## src/rtl/periph_bus_arbiter.sv

```systemverilog
// rtl/periph_bus_arbiter.sv - two-requester round-robin peripheral bus arbiter
// Optional lock/hold-limit logic enabled by defining PERIPH_ARB_LOCK_EN.
module periph_bus_arbiter #(
  parameter int LOCK_MAX_CYCLES = 16,
  parameter int ADDR_W          = 32,
  parameter int WORD_W          = 32,
  parameter int MEM_COUNT_W     = 2,
  parameter int MEM_CODE_W      = 2
) (
  input  logic                   clk,
  input  logic                   reset,
  input  logic                   i_m0_req_valid,
  input  logic                   i_m0_req_lock,
  input  logic [ADDR_W-1:0]      i_m0_req_addr,
  input  logic [WORD_W-1:0]      i_m0_req_wr_data,
  input  logic                   i_m0_req_wr_en,
  input  logic [MEM_COUNT_W-1:0] i_m0_req_count,
  input  logic                   i_m1_req_valid,
  input  logic                   i_m1_req_lock,
  input  logic [ADDR_W-1:0]      i_m1_req_addr,
  input  logic [WORD_W-1:0]      i_m1_req_wr_data,
  input  logic                   i_m1_req_wr_en,
  input  logic [MEM_COUNT_W-1:0] i_m1_req_count,
  output logic                   o_m0_grant,
  output logic                   o_m1_grant,
  output logic [WORD_W-1:0]      o_m0_res_rd_data,
  output logic [WORD_W-1:0]      o_m1_res_rd_data,
  output logic [MEM_CODE_W-1:0]  o_m0_res_code,
  output logic [MEM_CODE_W-1:0]  o_m1_res_code,
  output logic [ADDR_W-1:0]      o_req_addr,
  output logic [WORD_W-1:0]      o_req_wr_data,
  output logic                   o_req_wr_en,
  output logic [MEM_COUNT_W-1:0] o_req_count,
  input  logic [WORD_W-1:0]      i_res_rd_data,
  input  logic [MEM_CODE_W-1:0]  i_res_code
);

  logic any_gnt;
  logic gnt_id;
  logic last_grant_q, last_grant_d;

`ifdef PERIPH_ARB_LOCK_EN
  typedef enum logic {UNLOCKED, LOCKED} lock_state_e;
  localparam logic [7:0] LOCK_MAX = 8'(LOCK_MAX_CYCLES);

  lock_state_e state_q, state_d;
  logic        owner_id_q, owner_id_d;
  logic [7:0]  hold_cnt_q, hold_cnt_d;
  logic        block_relock_q, block_relock_d;
  logic        owner_active;
  logic        gnt_lock;
  logic        other_valid;
  logic [7:0]  hold_nx;

  assign owner_active = (state_q == LOCKED) &&
                        (owner_id_q ? i_m1_req_valid : i_m0_req_valid);
  assign gnt_lock     = gnt_id ? i_m1_req_lock : i_m0_req_lock;
  assign other_valid  = gnt_id ? i_m0_req_valid : i_m1_req_valid;
  assign hold_nx      = hold_cnt_q + 8'd1;

  always_ff @(posedge clk) begin
    if (reset) begin
      state_q        <= UNLOCKED;
      owner_id_q     <= 1'b0;
      hold_cnt_q     <= 8'd0;
      block_relock_q <= 1'b0;
      last_grant_q   <= 1'b1;
    end else begin
      state_q        <= state_d;
      owner_id_q     <= owner_id_d;
      hold_cnt_q     <= hold_cnt_d;
      block_relock_q <= block_relock_d;
      last_grant_q   <= last_grant_d;
    end
  end

  // Owner absence falls through to the unlocked branch so the other side can win this cycle.
  always_comb begin
    state_d        = state_q;
    owner_id_d     = owner_id_q;
    hold_cnt_d     = hold_cnt_q;
    block_relock_d = block_relock_q;
    last_grant_d   = last_grant_q;
    if (any_gnt) begin
      last_grant_d = gnt_id;
      if (block_relock_q && (gnt_id != owner_id_q)) block_relock_d = 1'b0;
    end
    if (owner_active) begin
      if (!gnt_lock) begin
        state_d    = UNLOCKED;
        hold_cnt_d = 8'd0;
      end else if (hold_nx >= LOCK_MAX) begin
        state_d        = UNLOCKED;
        hold_cnt_d     = 8'd0;
        block_relock_d = other_valid;
      end else begin
        hold_cnt_d = hold_nx;
      end
    end else begin
      state_d    = UNLOCKED;
      hold_cnt_d = 8'd0;
      if (any_gnt && gnt_lock && !(block_relock_q && (gnt_id == owner_id_q))) begin
        owner_id_d = gnt_id;
        if (LOCK_MAX <= 8'd1) begin
          block_relock_d = other_valid;
        end else begin
          state_d    = LOCKED;
          hold_cnt_d = 8'd1;
        end
      end
    end
  end

  always_comb begin
    any_gnt = 1'b0;
    gnt_id  = 1'b0;
    if (owner_active) begin
      any_gnt = 1'b1;
      gnt_id  = owner_id_q;
    end else if (i_m0_req_valid && i_m1_req_valid) begin
      any_gnt = 1'b1;
      gnt_id  = block_relock_q ? ~owner_id_q : ~last_grant_q;
    end else if (i_m0_req_valid || i_m1_req_valid) begin
      any_gnt = 1'b1;
      gnt_id  = i_m1_req_valid;
    end
    if (reset) any_gnt = 1'b0;
  end
`else
  logic unused_lock;
  assign unused_lock = i_m0_req_lock ^ i_m1_req_lock ^ (LOCK_MAX_CYCLES == 0);

  always_ff @(posedge clk) begin
    if (reset) last_grant_q <= 1'b1;
    else       last_grant_q <= last_grant_d;
  end

  always_comb begin
    last_grant_d = last_grant_q;
    if (any_gnt) last_grant_d = gnt_id;
  end

  always_comb begin
    any_gnt = 1'b0;
    gnt_id  = 1'b0;
    if (i_m0_req_valid && i_m1_req_valid) begin
      any_gnt = 1'b1;
      gnt_id  = ~last_grant_q;
    end else if (i_m0_req_valid || i_m1_req_valid) begin
      any_gnt = 1'b1;
      gnt_id  = i_m1_req_valid;
    end
    if (reset) any_gnt = 1'b0;
  end
`endif

  always_comb begin
    o_m0_grant       = any_gnt && !gnt_id;
    o_m1_grant       = any_gnt && gnt_id;
    o_req_addr       = '0;
    o_req_wr_data    = '0;
    o_req_wr_en      = 1'b0;
    o_req_count      = '0;
    o_m0_res_rd_data = '0;
    o_m0_res_code    = '0;
    o_m1_res_rd_data = '0;
    o_m1_res_code    = '0;
    if (o_m1_grant) begin
      o_req_addr       = i_m1_req_addr;
      o_req_wr_data    = i_m1_req_wr_data;
      o_req_wr_en      = i_m1_req_wr_en;
      o_req_count      = i_m1_req_count;
      o_m1_res_rd_data = i_res_rd_data;
      o_m1_res_code    = i_res_code;
    end else if (o_m0_grant) begin
      o_req_addr       = i_m0_req_addr;
      o_req_wr_data    = i_m0_req_wr_data;
      o_req_wr_en      = i_m0_req_wr_en;
      o_req_count      = i_m0_req_count;
      o_m0_res_rd_data = i_res_rd_data;
      o_m0_res_code    = i_res_code;
    end
  end

endmodule
```

## config.mk

```make
export PLATFORM = sky130hd
export DESIGN_NAME = periph_bus_arbiter
export DESIGN_NICKNAME = d
export VERILOG_FILES = /design/src/rtl/periph_bus_arbiter.sv
export SDC_FILE = /design/constraint.sdc
export NUM_CORES = 1
export LEC_CHECK = 0
export ABC_AREA = 1
export CAP_MARGIN = 20
export CORE_AREA = 8 8 113 115
export DETAILED_ROUTE_END_ITERATION = 8
export DIE_AREA = 0 0 121 123
export HOLD_SLACK_MARGIN = 0.08
export PLACE_DENSITY_LB_ADDON = 0.05
export SKIP_LAST_GASP = 1
export SLEW_MARGIN = 20
export SYNTH_ARGS = -nofsm -noshare
export SYNTH_HDL_FRONTEND = slang
export SYNTH_SLANG_ARGS = --single-unit
```

## constraint.sdc

```tcl
create_clock -name clk -period 1.6 [get_ports clk]
set_input_delay 0.48 -clock clk [delete_from_list [all_inputs] [get_ports clk]]
set_output_delay 0.48 -clock clk [all_outputs]
set_load 0.005 [all_outputs]
```

==> impl_metrics.ini <==
[outcome]
status = complete, but fails checks
violations = setup timing

[cells_and_area]
multi_input_area_um2 = 1992
fillers = 1073
regArea_um2 = 20.02
n_antenna_cell = 0
syn_to_final_growth_pct = 265.7
final_cells = 846
nets = 879
regMostFlops = last_grant_q
fin_util = 0.5672
largest_reg_flops = 1
top_regs = last_grant_q x1
drive_gt1_frac = 0.4836

[pwr]
p_sw_frac = 0.4078
p_int_mw = 0.9998
combPwrFrac = 0.982
p_sw_mw = 0.6884
seqPwrFrac = 0.018
power_density_nw_per_um2 = 268.7
clkPwrFrac = 0
vdd_drop_max_v = 0.0001574
p_leak_nw = 3.079

[setup_path]
crit_arrival_ns = 1.46
path_class = in -> out
critical_path_buf_inv_count = 6
r2r_start = last_grant_q
start_kind = input pin
r2r_slack_ns = 0.42
cp_slowest_stage_delay_ns = 0.15
worst_r2r_endpoint = last_grant_q
cp_max_fo = 8
reg2reg_depth = 4
crit_family = buffers and inverters
path_cells = buf_8 -> nor2_4 -> buf_12 -> buf_8 -> buf_12 -> buf_6 -> nand3_2 -> nand2_1 -> buf_2
crit_slowest_cell = nor2_4
end_kind = primary output
critPathRequiredTime_ns = 1.12

[routing]
vias = 3982
via_per_inst = 4.707
wirelength_um = 16980
dr.pass1.iters = 4
first_iter_violations = 177
drc = 0
routedWlPerCell_um = 20.07
ant_nets = 0

[yosys]
ys_seq_area_frac = 0.01165
synth.distinct_cells = 17
synth_cells = 357
synth.most_common_cell = nor2_1
synth.top_cell.area_share = 0.2440
ys_ff_latch = 1
synth-edff-count = 0
synth_common_cells = nor2_1, nand2_1, nand3_1, nand4_1, inv_1
synth-main-ff-cell = dfxtp_1
synth.net_count = 531
yosys_warnings = 0
async_flop_share = 0
avgSynthCellArea_um2 = 4.812
netlist_area_um2 = 1718
synthTopCellsByArea = nand4_1, nand3_1, nor2_1
yosys.area.top_type = nand4_1

[clock_tree]
clk_pin_slew_ns = 0
clock_latency_ns = 0

[grt]
grt_max_degree = 47
grt_pass1_vias = 3991
grt_first_pass_wirelength_um = 23400
antenna_found_initial = 0
grt_util_all_layers = 0.1979
overflow = 0

[timing]
slew_violations = 0
rsz0062_at_grt = true
setup_viol = 137
finClkSkew_ns = 0
layout_worst_path_cycle_share = 1.214
setup_ws_ns = -0.3417
hold_viol = 0
fmax_mhz = 515.0
relSlewSlack = 0.8373
tightest_slew_ns = 0.2440
period_minus_slack_ns = 1.942

[hold_path]
hold_path_class = reg -> reg
holdPathStages = 3
hold_end = last_grant_q
min_from = last_grant_q

[flow_run]
cap_viol_max_count = 0

[floorplan]
core_area_um2 = 11080
fp.dieArea_um2 = 14880
start_util = 0.1551
std_cell_rows = 39
die_h_um = 123
ios = 311
dieWidth_um = 121

[placed_design]
dp.cells = 789
place.port_buffers = 308
dp_hpwl_um = 11340
place.gp.congestion = 0.8174
worst max-delay path by stage:
| stage | start | endpoint | slack [ns] | cells past startpoint |
|---|---|---|---|---|
| 2_1_floorplan | i_m1_req_valid | o_req_addr[12] | -0.01 | 6 |
| 3_3_place_gp | i_m0_req_valid | o_req_wr_data[21] | -1.05 | 7 |
| 3_5_place_dp | i_m0_req_valid | o_req_addr[27] | -1.06 | 7 |
| 4_1_cts | i_m0_req_valid | o_req_addr[7] | -0.37 | 11 |
| 5_1_grt | reset | o_req_addr[10] | -0.40 | 9 |
| 6_report | reset | o_req_wr_data[18] | -0.34 | 9 |
worst register-to-register path, cell delays in order (launching register included):
cell,delay [ns]
dfxtp_1,0.40
inv_1,0.12
nand2_4,0.14
buf_12,0.25
o211ai_1,0.13
layer usage:
layer	routed length [um]	global-route usage	vias to the layer above
met3	1472	0.05662	14
met5	0	0	-
li1	-	-	1912
met1	6256	0.2140	1850
met2	9080	0.3848	206
met4	170	0.01717	0
placed cells by master (no fill, tap or decap), drive strengths merged:
cell type      Yosys  layout
buf               32     199
clkbuf            10      15
clkdlybuf4s15      0       5
clkdlybuf4s50      0     159
dfxtp              1       1
dlygate4sd2        0      10
inv               39      39
nand2             70      70
nand3             68      68
nand4             67      67
nor2              69      69
o211ai             1       1
final cells by class:
class	count	area share
Tap cell	143	0.02848
Multi-Input combinational cell	275	0.3171
Timing Repair Buffer	388	0.6260
Inverter	39	0.02529
Sequential cell	1	0.003187
power groups by stage:
stage | Clock [mW] | Combinational [mW] | Sequential [mW]
after floorplan | 0 | 0.373 | 0.0286
after global placement | 0 | 1.28 | 0.0287
after detailed placement | 0 | 1.28 | 0.0287
after CTS | 0 | 1.49 | 0.0308
after global routing | 0 | 1.77 | 0.0309
final | 0 | 1.66 | 0.0308
through the flow:
| step | total power, mW | area, um2 | hold WS, ns | setup slack (ns) | setup TNS (ns) |
|---|---|---|---|---|---|
| 2_1_floorplan | 0.4013 | 1719 | 0.5319 | -0.01307 | -0.2469 |
| 3_3_place_gp | 1.306 | 5010 | 0.6532 | -1.050 | -136.95 |
| 3_5_place_dp | 1.310 | 5010 | 0.6470 | -1.061 | -139.70 |
| 4_1_cts | 1.520 | 5719 | 0.7172 | -0.3702 | -35.61 |
| 5_1_grt | 1.799 | 6282 | 0.7481 | -0.3972 | -38.01 |
| 6_report | 1.688 | 6282 | 0.7157 | -0.3417 | -31.87 |
timing repair:
| item | in CTS | in global routing |
|---|---|---|
| pin swaps | 37 | 58 |
| gates resized for setup | 608 | 196 |
| setup buffers | 31 | 6 |
| endpoints found under the setup margin | 137 | 137 |
| hold buffers | 0 | 0 |
| gates cloned | 16 | 7 |
logic make-up (layout without fill, tap and decap cells):
family	count (synthesis)	in the layout	share of synthesized area
AOI/OAI and AO/OA	1	1	0.004372
DFF	1	1	0.01165
buffers and inverters	81	427	0.2236
and+or+nand+nor	274	274	0.7604
(Power assumes the default switching activity.)
